## src/rtl/winv_twiddle_sched_pkg.sv

```systemverilog
// Shared types and helpers for the inverse-NTT twiddle read sequencer.
// Default ring/PE depths come from the project-wide defines.
`ifndef RING_DEPTH
`define RING_DEPTH 10
`endif
`ifndef PE_DEPTH
`define PE_DEPTH 5
`endif

package winv_twiddle_sched_pkg;

  localparam int RING_DEPTH_DEF = `RING_DEPTH;
  localparam int PE_DEPTH_DEF   = `PE_DEPTH;

  typedef enum logic [1:0] {
    ST_IDLE  = 2'd0,
    ST_RUN   = 2'd1,
    ST_GAP   = 2'd2,
    ST_DRAIN = 2'd3
  } sched_state_e;

  // First ROM word of per-PE stage k: the shared-twiddle stages occupy 0..pe_depth-1.
  function automatic int stage_base(input int pe_depth, input int k);
    return pe_depth + (32'sd1 <<< k) - 32'sd1;
  endfunction

endpackage

```

## src/rtl/winv_addr_calc.sv

```systemverilog
// Combinational map from (stage, butterfly slot) to the WINV ROM read address.
module winv_addr_calc
  import winv_twiddle_sched_pkg::*;
#(
  parameter int RING_DEPTH = RING_DEPTH_DEF,
  parameter int PE_DEPTH   = PE_DEPTH_DEF,
  parameter int HLEN       = 9,
  parameter int STW        = 4,
  parameter int SW         = 4
) (
  input  logic [STW-1:0]  stage,
  input  logic [SW-1:0]   cnt,
  output logic [HLEN-1:0] raddr
);

  int k_s;
  int off_s;

  // Early stages share one twiddle; later stages step through 2^k words per stage.
  always_comb begin
    k_s   = 0;
    off_s = 0;
    raddr = '0;
    if (int'(stage) < PE_DEPTH) begin
      raddr = HLEN'(stage);
    end else begin
      k_s   = int'(stage) - PE_DEPTH;
      off_s = int'(cnt) >> (RING_DEPTH - PE_DEPTH - 1 - k_s);
      raddr = HLEN'(stage_base(PE_DEPTH, k_s) + off_s);
    end
  end

endmodule

```

## src/rtl/winv_twiddle_sched.sv

```systemverilog
// Per-PE inverse-NTT twiddle ROM read sequencer: walks every stage and slot,
// drives the registered ROM address and emits valid/tag flags aligned with ROM data.
module winv_twiddle_sched
  import winv_twiddle_sched_pkg::*;
#(
  parameter int RING_DEPTH = RING_DEPTH_DEF,
  parameter int PE_DEPTH   = PE_DEPTH_DEF,
  parameter int HLEN       = 9,
  parameter int STAGE_GAP  = 0,
  localparam int STW = ($clog2(RING_DEPTH) > 0) ? $clog2(RING_DEPTH) : 1,
  localparam int SW  = (RING_DEPTH - PE_DEPTH - 1 > 0) ? (RING_DEPTH - PE_DEPTH - 1) : 1
) (
  input  logic            clk,
  input  logic            reset_n,
  input  logic            start,
  input  logic            abort,
  input  logic            stall,
  output logic [HLEN-1:0] raddr,
  output logic            tw_valid,
  output logic [STW-1:0]  tw_stage,
  output logic [SW-1:0]   tw_slot,
  output logic            busy,
  output logic            done
);

  localparam logic [SW-1:0]  CNT_LAST = SW'((32'd1 << (RING_DEPTH - PE_DEPTH - 1)) - 32'd1);
  localparam logic [STW-1:0] S_LAST   = STW'(RING_DEPTH - 1);
  localparam logic [3:0]     GAP_LAST = 4'(STAGE_GAP - 1);

  sched_state_e    state_r, state_nxt_s;
  logic [STW-1:0]  s_r, s_nxt_s;
  logic [SW-1:0]   cnt_r, cnt_nxt_s;
  logic [3:0]      gap_r, gap_nxt_s;
  logic [HLEN-1:0] raddr_r, addr_s;
  logic            tw_valid_r, busy_r, done_r;
  logic [STW-1:0]  tw_stage_r;
  logic [SW-1:0]   tw_slot_r;
  logic            issue_s, done_nxt_s;

  // Address follows the next counter values so raddr_r always matches the slot being issued.
  winv_addr_calc #(
    .RING_DEPTH(RING_DEPTH),
    .PE_DEPTH  (PE_DEPTH),
    .HLEN      (HLEN),
    .STW       (STW),
    .SW        (SW)
  ) u_addr (
    .stage(s_nxt_s),
    .cnt  (cnt_nxt_s),
    .raddr(addr_s)
  );

  // Next-state and counter logic; abort has priority, stall freezes every non-idle state.
  always_comb begin
    state_nxt_s = state_r;
    s_nxt_s     = s_r;
    cnt_nxt_s   = cnt_r;
    gap_nxt_s   = gap_r;
    done_nxt_s  = 1'b0;
    issue_s     = 1'b0;
    if (abort) begin
      state_nxt_s = ST_IDLE;
      s_nxt_s     = '0;
      cnt_nxt_s   = '0;
      gap_nxt_s   = '0;
    end else if (stall && (state_r != ST_IDLE)) begin
      state_nxt_s = state_r;
    end else begin
      case (state_r)
        ST_IDLE: begin
          if (start) begin
            state_nxt_s = ST_RUN;
            s_nxt_s     = '0;
            cnt_nxt_s   = '0;
          end else begin
            state_nxt_s = ST_IDLE;
          end
        end
        ST_RUN: begin
          issue_s = 1'b1;
          if (cnt_r == CNT_LAST) begin
            cnt_nxt_s = '0;
            if (s_r == S_LAST) begin
              state_nxt_s = ST_DRAIN;
            end else if (STAGE_GAP > 0) begin
              s_nxt_s     = s_r + STW'(1);
              gap_nxt_s   = '0;
              state_nxt_s = ST_GAP;
            end else begin
              s_nxt_s     = s_r + STW'(1);
              state_nxt_s = ST_RUN;
            end
          end else begin
            cnt_nxt_s = cnt_r + SW'(1);
          end
        end
        ST_GAP: begin
          if (gap_r == GAP_LAST) begin
            gap_nxt_s   = '0;
            state_nxt_s = ST_RUN;
          end else begin
            gap_nxt_s = gap_r + 4'd1;
          end
        end
        ST_DRAIN: begin
          state_nxt_s = ST_IDLE;
          done_nxt_s  = 1'b1;
        end
        default: begin
          state_nxt_s = ST_IDLE;
        end
      endcase
    end
  end

  // State, counters and output registers; tags lag the issue cycle by one to line up with ROM dout.
  always_ff @(posedge clk or negedge reset_n) begin
    if (!reset_n) begin
      state_r    <= ST_IDLE;
      s_r        <= '0;
      cnt_r      <= '0;
      gap_r      <= '0;
      raddr_r    <= '0;
      tw_valid_r <= 1'b0;
      tw_stage_r <= '0;
      tw_slot_r  <= '0;
      busy_r     <= 1'b0;
      done_r     <= 1'b0;
    end else begin
      state_r    <= state_nxt_s;
      s_r        <= s_nxt_s;
      cnt_r      <= cnt_nxt_s;
      gap_r      <= gap_nxt_s;
      if (state_nxt_s == ST_RUN) begin
        raddr_r <= addr_s;
      end
      tw_valid_r <= issue_s;
      tw_stage_r <= s_r;
      tw_slot_r  <= cnt_r;
      busy_r     <= (state_nxt_s != ST_IDLE);
      done_r     <= done_nxt_s;
    end
  end

  assign raddr    = raddr_r;
  assign tw_valid = tw_valid_r;
  assign tw_stage = tw_stage_r;
  assign tw_slot  = tw_slot_r;
  assign busy     = busy_r;
  assign done     = done_r;

endmodule

```

## config.mk

```make
export PLATFORM = sky130hd
export DESIGN_NAME = winv_twiddle_sched
export DESIGN_NICKNAME = d
export VERILOG_FILES = /design/src/rtl/winv_twiddle_sched_pkg.sv /design/src/rtl/winv_addr_calc.sv /design/src/rtl/winv_twiddle_sched.sv
export SDC_FILE = /design/constraint.sdc
export NUM_CORES = 1
export LEC_CHECK = 0
export BUFFER_PORTS_ARGS = -buffer_cell sky130_fd_sc_hd__buf_2
export CAP_MARGIN = 20
export CORE_UTILIZATION = 48
export DETAILED_ROUTE_END_ITERATION = 10
export PLACE_DENSITY = 0.75
export SYNTH_ARGS = -nofsm -noshare
export SYNTH_HDL_FRONTEND = slang
export SYNTH_SLANG_ARGS = --single-unit
```

## constraint.sdc

```tcl
create_clock -name clk -period 7.7 [get_ports clk]
set_input_delay 0.385 -clock clk [delete_from_list [all_inputs] [get_ports clk]]
set_output_delay 0.385 -clock clk [all_outputs]
set_load 0.01 [all_outputs]
```

==> qor.json <==
{
  "fmax_mhz": 169,
  "cts.reportedPaths.clkPinSlew_ps": 70,
  "chip_width_um": 73.2,
  "die_area_sq_um": 5350,
  "result_of_the_run": "complete, no violations",
  "routed-via-count": 1971,
  "r2r_setup_slack_ps": 1770,
  "synth-seq-area-share_pct": 35.0,
  "synthesis.area_sq_um": 2430,
  "worstSkewPairLatency_ps": 280,
  "root_buffer": "clkbuf_8",
  "critical-path-top-cell-by-count": "ha_1",
  "finalHoldWorstSlack_ps": 159,
  "total_power_w": 0.000427,
  "synth_area_per_cell_sq_um": 9.50,
  "yosys_warnings": 0,
  "layout-area-overhead-vs-synth_pct": 10.8,
  "core_sq_um": 4790,
  "syn-num-nets": 282,
  "async_reset_ff_share_pct": 100,
  "crit_buf_inv": 3,
  "critical_path.reg2reg.endpoint": "raddr[6]",
  "detailed_place_hpwl_mm": 3.72,
  "first_iter_violations": 159,
  "netlist_cell_types": 64,
  "power_density_nw_per_um2": 159,
  "worst-path-max-fanout": 18,
  "post_route_skew_ps": 4.34,
  "hold_viol_final": 0,
  "critPathRequiredTime_ps": 7850,
  "sum_neg_setup_slack_ps": 0,
  "yosys_register_bits": 34,
  "cts.repair_timing.setup_buffer_count": 0,
  "leakagePower_nw": 1.31,
  "grt.total_usage_pct": 21.3,
  "crit_path_end_kind": "register",
  "grt_setup_unrepaired": "no",
  "timing.critical_path.from_type": "register",
  "drv.max_cap_violation_count": 0,
  "h-tree-depth": 2,
  "tritoncts_clock_tree": "built",
  "row_count": 25,
  "port-buffer-count": 24,
  "drt_drc_violations_left": 0,
  "grt_pass1_vias": 1843,
  "final_layout_size_suffix_gt1_share_pct": 18.2,
  "worst_ir_drop_vdd_v": 0.000146,
  "grt_start_max_net_pins": 35,
  "routedWlPerCell_um": 15.1,
  "slew_viol_final": 0,
  "post_cts_resize_count": 0,
  "design.portCount": 25,
  "hold_class": "in2async",
  "number_of_antenna_violations_at_the_first_check_in_global_routing": 0,
  "synth_common_cells": "34 x dfrtp_1, 25 x nand2_1, 24 x nor2_1",
  "synth_edf_count": 0,
  "viasPerCell": 5.76,
  "chipHeight_um": 73.2,
  "path_class": "reg2reg",
  "finalWeightedCongestion": 0.941,
  "timing.final.setup_violations": 0,
  "regToRegStartpoint": "cnt_r[0]",
  "grt_first_pass_wirelength_mm": 8.61,
  "timing_worst_slew_pin_value_ps": 811,
  "crit_start": "cnt_r[0]",
  "post-route-min-period_ps": 5930,
  "cts-buffers-inserted": 5,
  "detail_route.wirelength_mm": 5.17,
  "synth.area.top_cells": "dfrtp_1 35%, ha_1 10%, nand2_1 3.9%, nor2_1 3.7%, mux2i_1 2.9%",
  "critPathSlowestCell": "ha_1",
  "period_share_pct": 77.0,
  "syn_inst": 256,
  "layout.nets": 300,
  "largest_incremental_delay_on_the_critical_path_ps": 630,
  "antenna-diode-count": 0,
  "drtAntennaViolNets": 0,
  "synth_top_area_share_pct": 35.0,
  "postSynth.topFlopCell": "dfrtp_1",
  "critPathTopFamily": "simple AND/OR/NAND/NOR gates",
  "initial_core_util_pct": 50.8,
  "clock_sinks": 34,
  "cts_max_path_buffers": 2,
  "timing.critical_path.arrival_ps": 6070,
  "reg2regPathDepth": 25,
  "leading_area_contributor_after_synthesis": "dfrtp_1",
  "synth_most_common_cell": "dfrtp_1",
  "worst_slew_margin_rel_pct": 45.8,
  "grt-ovfl-total": 0,
  "cts_stage_hold_buffer_count": 0,
  "drt_pass_1_iters": 4
}
==> metrics by stage <==
step / std cells / utilization [%] / worst slack [ps] / cell area, sq um
2_1_floorplan: 256 / - / 2140 / 2430
6_report: 342 / 56.3 / 1770 / 2690
4_1_cts: 342 / 56.3 / 1790 / 2690
3_3_place_gp: 334 / 53.4 / 1930 / 2550
3_5_place_dp: 334 / 53.4 / 1850 / 2550
5_1_grt: 342 / 56.3 / 1300 / 2690
==> report_power, final <==
part | leakage (nW) | total [W] | switching, W | internal (W)
Combinational | 0.775 | 0.0000456 | 0.0000298 | 0.0000158
Clock | 0.0683 | 0.000195 | 0.0000656 | 0.000130
Sequential | 0.468 | 0.000186 | 0.00000375 | 0.000182
Total | 1.31 | 0.000427 | 0.0000991 | 0.000328
==> logic make-up (layout without fill, tap and decap cells) <==
logic type / Yosys count / after routing / synth area share (%)
adders and majority gates: 21 / 21 / 11.1
xor gates and xnor gates: 8 / 8 / 2.88
buffers and inverters: 22 / 41 / 5.04
DFF: 34 / 34 / 35.0
and+or+nand+nor: 100 / 100 / 22.6
muxes: 8 / 8 / 3.81
AOI/OAI and AO/OA: 63 / 63 / 19.5
==> state kept, by name, summed over array words and instances, names as in the netlist <==
signal / cells
raddr: 9
gap_r: 4
done: 1
tw_valid: 1
tw_slot: 4
cnt_r: 4
s_r: 4
state_r: 2
tw_stage: 4
busy: 1
==> cell usage in the layout, fill, tap and decap left out, types with 3 or more instances in the layout <==
master and instances:
xnor2_1 7, nor3_1 4, o21ai_0 14, buf_2 24, a21o_1 4, nor2b_1 4, ha_1 20, inv_1 6
and2_1 5, o31ai_1 3, mux2i_1 7, a21oi_1 12, nor3b_1 4, nand2_1 25, a22oi_1 3, nor2_1 24
o21bai_1 3, clkbuf_8 5, and3_1 5, nand3_1 6, dfrtp_1 34, nand2b_1 4
==> layer usage <==
| layer | global-route usage, % | part of all wire, % | up-vias |
|---|---|---|---|
| li1 | - | - | 958 |
| met1 | 26.2 | 43 | 922 |
| met2 | 35.6 | 48 | 77 |
| met3 | 4.28 | 5.5 | 14 |
| met4 | 9.80 | 2.9 | 0 |
| met5 | 0 | 0 | - |
==> final cells by class <==
type	count	area, sq um
clock buffer	5	68.8
sequential	34	851
fill	427	2090
inverter	8	35.0
multi-input combinational	200	1460
tap	67	83.8
timing repair buffer	25	128
clock inverter	3	68.8
==> worst max-delay path by stage <==
stage                          end  slack [ps]  cells past startpoint
after floorplan           raddr[5]        2140                     22
after global placement    raddr[5]        1930                     22
after detailed placement  raddr[5]        1850                     22
after CTS                 raddr[6]        1790                     25
after global routing      raddr[5]        1300                     22
final                     raddr[6]        1770                     25
No activity file was read; power rests on OpenSTA's default activity.
